[src/rtl/psk_burst_sequencer.sv]
// psk_burst_sequencer: serial code source for the 2PSK modulator mux.
// Accepts parallel words over valid/ready and sends each burst as an
// alternating 1,0,... preamble followed by the words, MSB-first, with a
// programmable bit period. A one-word holding buffer chains words with no gap.
// Optional feature macro: PSK_SEQ_SCRAMBLE_EN (additive PN7 scrambler on
// data bits only). When the macro is undefined, data is sent unscrambled.
module psk_burst_sequencer #(
    parameter int DIV_W   = 16,
    parameter int WORD_W  = 8,
    parameter int PRE_LEN = 8
) (
    input  logic              clk,
    input  logic              rst,
    input  logic              enable,
    input  logic [DIV_W-1:0]  bit_div,
    input  logic [WORD_W-1:0] tx_data,
    input  logic              tx_valid,
    output logic              tx_ready,
    output logic              m_ser_code_out,
    output logic              bit_strobe,
    output logic              busy
);

    localparam int MAX_LEN = (PRE_LEN > WORD_W) ? PRE_LEN : WORD_W;
    localparam int IDX_W   = $clog2(MAX_LEN + 1);
    localparam logic [IDX_W-1:0] PRE_LAST  = IDX_W'(PRE_LEN - 1);
    localparam logic [IDX_W-1:0] WORD_LAST = IDX_W'(WORD_W - 1);

    typedef enum logic [1:0] {IDLE, PRE, DATA, DRAIN} state_t;

    state_t             state, state_n;
    logic [DIV_W-1:0]   div_l, div_n;
    logic [DIV_W-1:0]   cnt, cnt_n;
    logic [WORD_W-1:0]  shreg, shreg_n;
    logic [WORD_W-1:0]  hold, hold_n;
    logic               hold_full, hold_full_n;
    logic [IDX_W-1:0]   idx, idx_n;
    logic               ser, ser_n;
    logic               strobe, strobe_n;
    logic               handshake;
    logic               bit_end;
    logic               scr_fb;

    // Ready is withheld during reset, while draining, and while the buffer is full
    assign tx_ready = !rst && enable &&
                      ((state == IDLE) ||
                       (((state == PRE) || (state == DATA)) && !hold_full));
    assign handshake      = tx_valid && tx_ready;
    assign bit_end        = (cnt == div_l);
    assign busy           = (state != IDLE);
    assign m_ser_code_out = ser;
    assign bit_strobe     = strobe;

`ifdef PSK_SEQ_SCRAMBLE_EN
    logic [6:0] lfsr;
    logic       scr_seed;
    logic       scr_adv;

    assign scr_fb   = lfsr[6] ^ lfsr[5];
    assign scr_seed = (state == IDLE) && handshake;
    assign scr_adv  = strobe_n && ((state_n == DATA) || (state_n == DRAIN));

    // PN7 state: reseeded at each burst start, stepped once per emitted data bit
    always_ff @(posedge clk) begin
        if (rst) begin
            lfsr <= 7'h7F;
        end else if (scr_seed) begin
            lfsr <= 7'h7F;
        end else if (scr_adv) begin
            lfsr <= {lfsr[5:0], scr_fb};
        end
    end
`else
    assign scr_fb = 1'b0;
`endif

    // State, timing and datapath registers
    always_ff @(posedge clk) begin
        if (rst) begin
            state     <= IDLE;
            div_l     <= '0;
            cnt       <= '0;
            shreg     <= '0;
            hold      <= '0;
            hold_full <= 1'b0;
            idx       <= '0;
            ser       <= 1'b0;
            strobe    <= 1'b0;
        end else begin
            state     <= state_n;
            div_l     <= div_n;
            cnt       <= cnt_n;
            shreg     <= shreg_n;
            hold      <= hold_n;
            hold_full <= hold_full_n;
            idx       <= idx_n;
            ser       <= ser_n;
            strobe    <= strobe_n;
        end
    end

    // Next-state and next-bit selection; each bit is registered onto the output
    always_comb begin
        state_n     = state;
        div_n       = div_l;
        cnt_n       = bit_end ? '0 : cnt + 1'b1;
        shreg_n     = shreg;
        hold_n      = hold;
        hold_full_n = hold_full;
        idx_n       = idx;
        ser_n       = ser;
        strobe_n    = 1'b0;
        case (state)
            IDLE: begin
                cnt_n = '0;
                ser_n = 1'b0;
                if (handshake) begin
                    div_n       = bit_div;
                    shreg_n     = tx_data;
                    hold_full_n = 1'b0;
                    idx_n       = '0;
                    ser_n       = 1'b1;
                    strobe_n    = 1'b1;
                    state_n     = PRE;
                end
            end
            PRE: begin
                if (handshake) begin
                    hold_n      = tx_data;
                    hold_full_n = 1'b1;
                end
                if (bit_end) begin
                    strobe_n = 1'b1;
                    if (idx == PRE_LAST) begin
                        ser_n   = shreg[WORD_W-1] ^ scr_fb;
                        idx_n   = '0;
                        state_n = enable ? DATA : DRAIN;
                    end else begin
                        ser_n = ~ser;
                        idx_n = idx + 1'b1;
                    end
                end
            end
            default: begin
                if (!enable) begin
                    state_n = DRAIN;
                end
                if (bit_end && (idx == WORD_LAST)) begin
                    strobe_n = 1'b1;
                    idx_n    = '0;
                    if (hold_full) begin
                        shreg_n     = hold;
                        hold_full_n = 1'b0;
                        ser_n       = hold[WORD_W-1] ^ scr_fb;
                    end else if (handshake) begin
                        shreg_n = tx_data;
                        ser_n   = tx_data[WORD_W-1] ^ scr_fb;
                    end else begin
                        state_n  = IDLE;
                        ser_n    = 1'b0;
                        strobe_n = 1'b0;
                    end
                end else begin
                    if (handshake) begin
                        hold_n      = tx_data;
                        hold_full_n = 1'b1;
                    end
                    if (bit_end) begin
                        strobe_n = 1'b1;
                        shreg_n  = {shreg[WORD_W-2:0], 1'b0};
                        ser_n    = shreg[WORD_W-2] ^ scr_fb;
                        idx_n    = idx + 1'b1;
                    end
                end
            end
        endcase
    end

endmodule

[config.mk]
export PLATFORM = sky130hd
export DESIGN_NAME = psk_burst_sequencer
export DESIGN_NICKNAME = d
export VERILOG_FILES = /design/src/rtl/psk_burst_sequencer.sv
export SDC_FILE = /design/constraint.sdc
export NUM_CORES = 1
export LEC_CHECK = 0
export CORE_MARGIN = 1.5
export CORE_UTILIZATION = 45
export DETAILED_ROUTE_END_ITERATION = 16
export GPL_TIMING_DRIVEN = 0
export PLACE_DENSITY_LB_ADDON = 0.08
export SLEW_MARGIN = 25
export SYNTH_ARGS = -nofsm -noshare
export SYNTH_HDL_FRONTEND = slang
export SYNTH_SLANG_ARGS = --single-unit
[constraint.sdc]
create_clock -name clk -period 7.6 [get_ports clk]
set_clock_uncertainty 0.1 [all_clocks]
set_input_delay 1.52 -clock clk [delete_from_list [all_inputs] [get_ports clk]]
set_output_delay 1.52 -clock clk [all_outputs]
set_load 0.01 [all_outputs]
==> results of run 1 <==
-- synth_stat cells, types with 2 or more instances --
library cell,count,area share
dfxtp_1,57,0.39
nand2_1,52,0.067
nor2_1,34,0.044
a21oi_1,26,0.045
xnor2_1,22,0.066
mux2i_1,15,0.052
nand3_1,11,0.019
o21ai_0,11,0.019
clkbuf_1,9,0.012
nor3_1,9,0.015
xor2_1,9,0.027
inv_1,8,0.010
nor2b_1,8,0.017
a221o_1,7,0.024
nand4_1,6,0.013
and3_1,5,0.011
ha_1,4,0.017
mux2_1,4,0.015
buf_2,3,0.0052
buf_6,3,0.012
a211oi_1,2,0.0052
and2_1,2,0.0043
nand3b_1,2,0.0052
o211ai_1,2,0.0052
o21ai_2,2,0.0060
o221a_2,2,0.0077
or3_1,2,0.0043
-- kinds of logic after synthesis --
kind of cell             share of synthesized area
AND/OR/NAND/NOR                              0.225
AO/OA/AOI/OAI                                0.148
flip-flops                                   0.392
XOR/XNOR                                    0.0934
buffers and inverters                       0.0473
multiplexers                                0.0762
adder cells (fa/ha/maj)                     0.0172
-- report_power, final --
part           switching (uW)  leakage [uW]  internal (uW)
combinational             204      0.000710            131
sequential               20.6      0.000461            325
clock                     126      0.000106            183
-- placed cells by master (no fill, tap or decap), types with 2 or more instances in the layout --
master / n
a211oi_1: 2
a21oi_1: 26
a221o_1: 7
and2_1: 2
and3_1: 5
buf_2: 3
buf_6: 3
bufinv_16: 2
clkbuf_1: 10
clkbuf_8: 9
clkdlybuf4s50_1: 31
clkinv_2: 3
dfxtp_1: 57
ha_1: 4
inv_1: 8
mux2_1: 4
mux2i_1: 15
nand2_1: 52
nand3_1: 11
nand3b_1: 2
nand4_1: 6
nor2_1: 34
nor2b_1: 8
nor3_1: 9
o211ai_1: 2
o21ai_0: 11
o21ai_2: 2
o221a_2: 2
or3_1: 2
xnor2_1: 22
xor2_1: 9
-- worst register-to-register path: stages (launching register included) --
cell	delay (ns)
dfxtp_1	0.41
inv_1	0.11
ha_1	0.27
nor2b_1	0.15
o21ai_2	0.38
buf_6	0.23
mux2i_1	0.25
o21ai_0	0.12
mux2_1	0.32
a221o_1	0.31
-- flip-flops by register name, indices dropped and copies added (netlist names) --
signal	count
hold_full	1
idx	4
shreg	8
hold	8
m_ser_code_out	1
state	2
cnt	16
bit_strobe	1
div_l	16
-- layer usage --
layer  wire [um]  track usage  part of all wire  up-vias
met1        3160        0.264              0.46     1154
met3         233       0.0348             0.034        8
met5           0            0                 0        -
met4          83       0.0848             0.012        0
met2        3350        0.360              0.49       40
li1            -            -                 -     1249
-- through the flow --
step           area, um2  setup WS (ns)  instances   util
4_1_cts             3520           2.95        462  0.558
3_3_place_gp        3310           2.95        446  0.525
3_5_place_dp        3310           2.96        446  0.525
6_report            3520           2.95        462  0.558
2_1_floorplan       2910           4.20        338      -
5_1_grt             3520           2.88        462  0.558
-- path summary, 6_finish.rpt --
| check | startpoint | endpoint | slack [ns] | depth (start not counted) |
|---|---|---|---|---|
| worst max-delay path | rst | tx_ready | 2.95 | 4 |
| worst min-delay path | div_l[14] | div_l[14] | 0.37 | 2 |
| worst min register to register | div_l[14] | div_l[14] | 0.37 | 2 |
| worst max register to register | state[1] | shreg[6] | 4.84 | 9 |
-- layout make-up --
type	instances	area, um2	area share
Multi-Input combinational cell	256	1630	0.462
Sequential cell	57	1140	0.324
Tap cell	77	96.3	0.0273
Buffer	17	108	0.0305
Inverter	8	30.0	0.00852
Clock buffer	10	128	0.0362
Clock inverter	6	82.6	0.0234
Timing Repair Buffer	31	310	0.0880
==> results_dict.tcl, run 1 <==
set metrics [dict create \
    postCtsResizedCells 0 \
    wl_mm 6.83 \
    cp_num_buf_inv 3 \
    rsz0062_at_grt "no" \
    worst_setup_path_start_kind "primary input" \
    setup_tns_ns 0 \
    arrival_ns 3.03 \
    syn_area_per_cell_um2 8.60 \
    firstDrtPassIters 4 \
    drv_cap 0 \
    die_area_um2 6950 \
    ctsHoldBuffers 0 \
    dpl.hpwl_mm 4.87 \
    postCtsSetupBuffers 0 \
    fp.dieH_um 83.4 \
    worstPathRequired_ns 5.98 \
    ys_types 48 \
    synth_area_um2 2910 \
    synthFlopType "dfxtp_1" \
    ys.warnings.count 0 \
    area_growth_pct 21.2 \
    min_period_ns 4.65 \
    ios 32 \
    nFillCells 608 \
    worstSkewPairLatency_ns 0.34 \
    clock_path_buffers 2 \
    ant_nets 0 \
    whs_ns 0.370 \
    die_w_um 83.4 \
    gr-total-overflow 0 \
    hold_violations 0 \
    cp_max_fo 7 \
    drive_gt1_frac 0.0883 \
    timing.final.crit_share 0.612 \
    drcViolationCount 0 \
    synth_nets 370 \
    slew_viol_final 0 \
    cts_root_buffer "clkbuf_8" \
    slowest_stage "clkdlybuf4s50_1" \
    track_usage 0.211 \
    fp-row-count 29 \
    finalPower_uw 990 \
    hold_path.class "reg -> reg" \
    viasPerCell 5.31 \
    wire_per_inst_um 14.8 \
    grt_pass1_vias 2484 \
    tightest_slew_ns 0.726 \
    drtIter0Drc 62 \
    ys_seq_elements 57 \
    numPortBuffers 31 \
    synth_edf_count 0 \
    cts.sinks 57 \
    p_leak_uw 0.00128 \
    cts_buffers 9 \
    antenna_cells 0 \
    vias 2451 \
    slew_headroom 0.516 \
    status "finished, final reports clean" \
    path_cells "clkdlybuf4s50_1 > inv_1 > o211a_1 > clkdlybuf4s50_1" \
    ir_worst_vdd_v 0.000204 \
    worstSetupEndpointType "output pin" \
    critPathMaxStageDelay_ns 0.57 \
    fin_nets 412 \
    p_per_area_nw_per_um2 281 \
    crit_path_frequent_cell "clkdlybuf4s50_1" \
    ctsHtreeMaxLevel 3 \
    synthCells 338 \
    grt_max_degree 11 \
    cpLargestDelayFamily "buffers and inverters" \
    async_flop_share 0 \
    initial_core_util 0.461 \
    gp_congestion 0.824 \
    antenna_found_initial 0 \
    path_clk_slew_ns 0.06 \
    grt_pass1_wl_mm 11.7 \
    worstSetupPathType "in -> out" \
    max_freq_ghz 0.215 \
    core_um2 6310 \
    cts_tree "yes" \
    finalSetupViolCount 0 \
    synth_seq_area_share 0.392 \
]
No activity file was read; power rests on OpenSTA's default activity.
==> run 2: changes to the inputs <==
==> constraint.sdc (replaced) <==
create_clock -name clk -period 4.7 [get_ports clk]
set_clock_uncertainty 0.1 [all_clocks]
set_input_delay 0.94 -clock clk [delete_from_list [all_inputs] [get_ports clk]]
set_output_delay 0.94 -clock clk [all_outputs]
set_load 0.01 [all_outputs]
==> results of run 2 <==
Same layout as run 1 (identical final DEF). Status: finished, final reports clean.
Among the figures that moved: setup slack after placement 2.96 ns -> 1.19 ns; setup slack after layout 2.95 ns -> 1.21 ns; register-to-register setup slack 4.84 ns -> 1.94 ns; total power 990 uW -> 1600 uW; worst IR drop on VDD 0.000204 V -> 0.000330 V
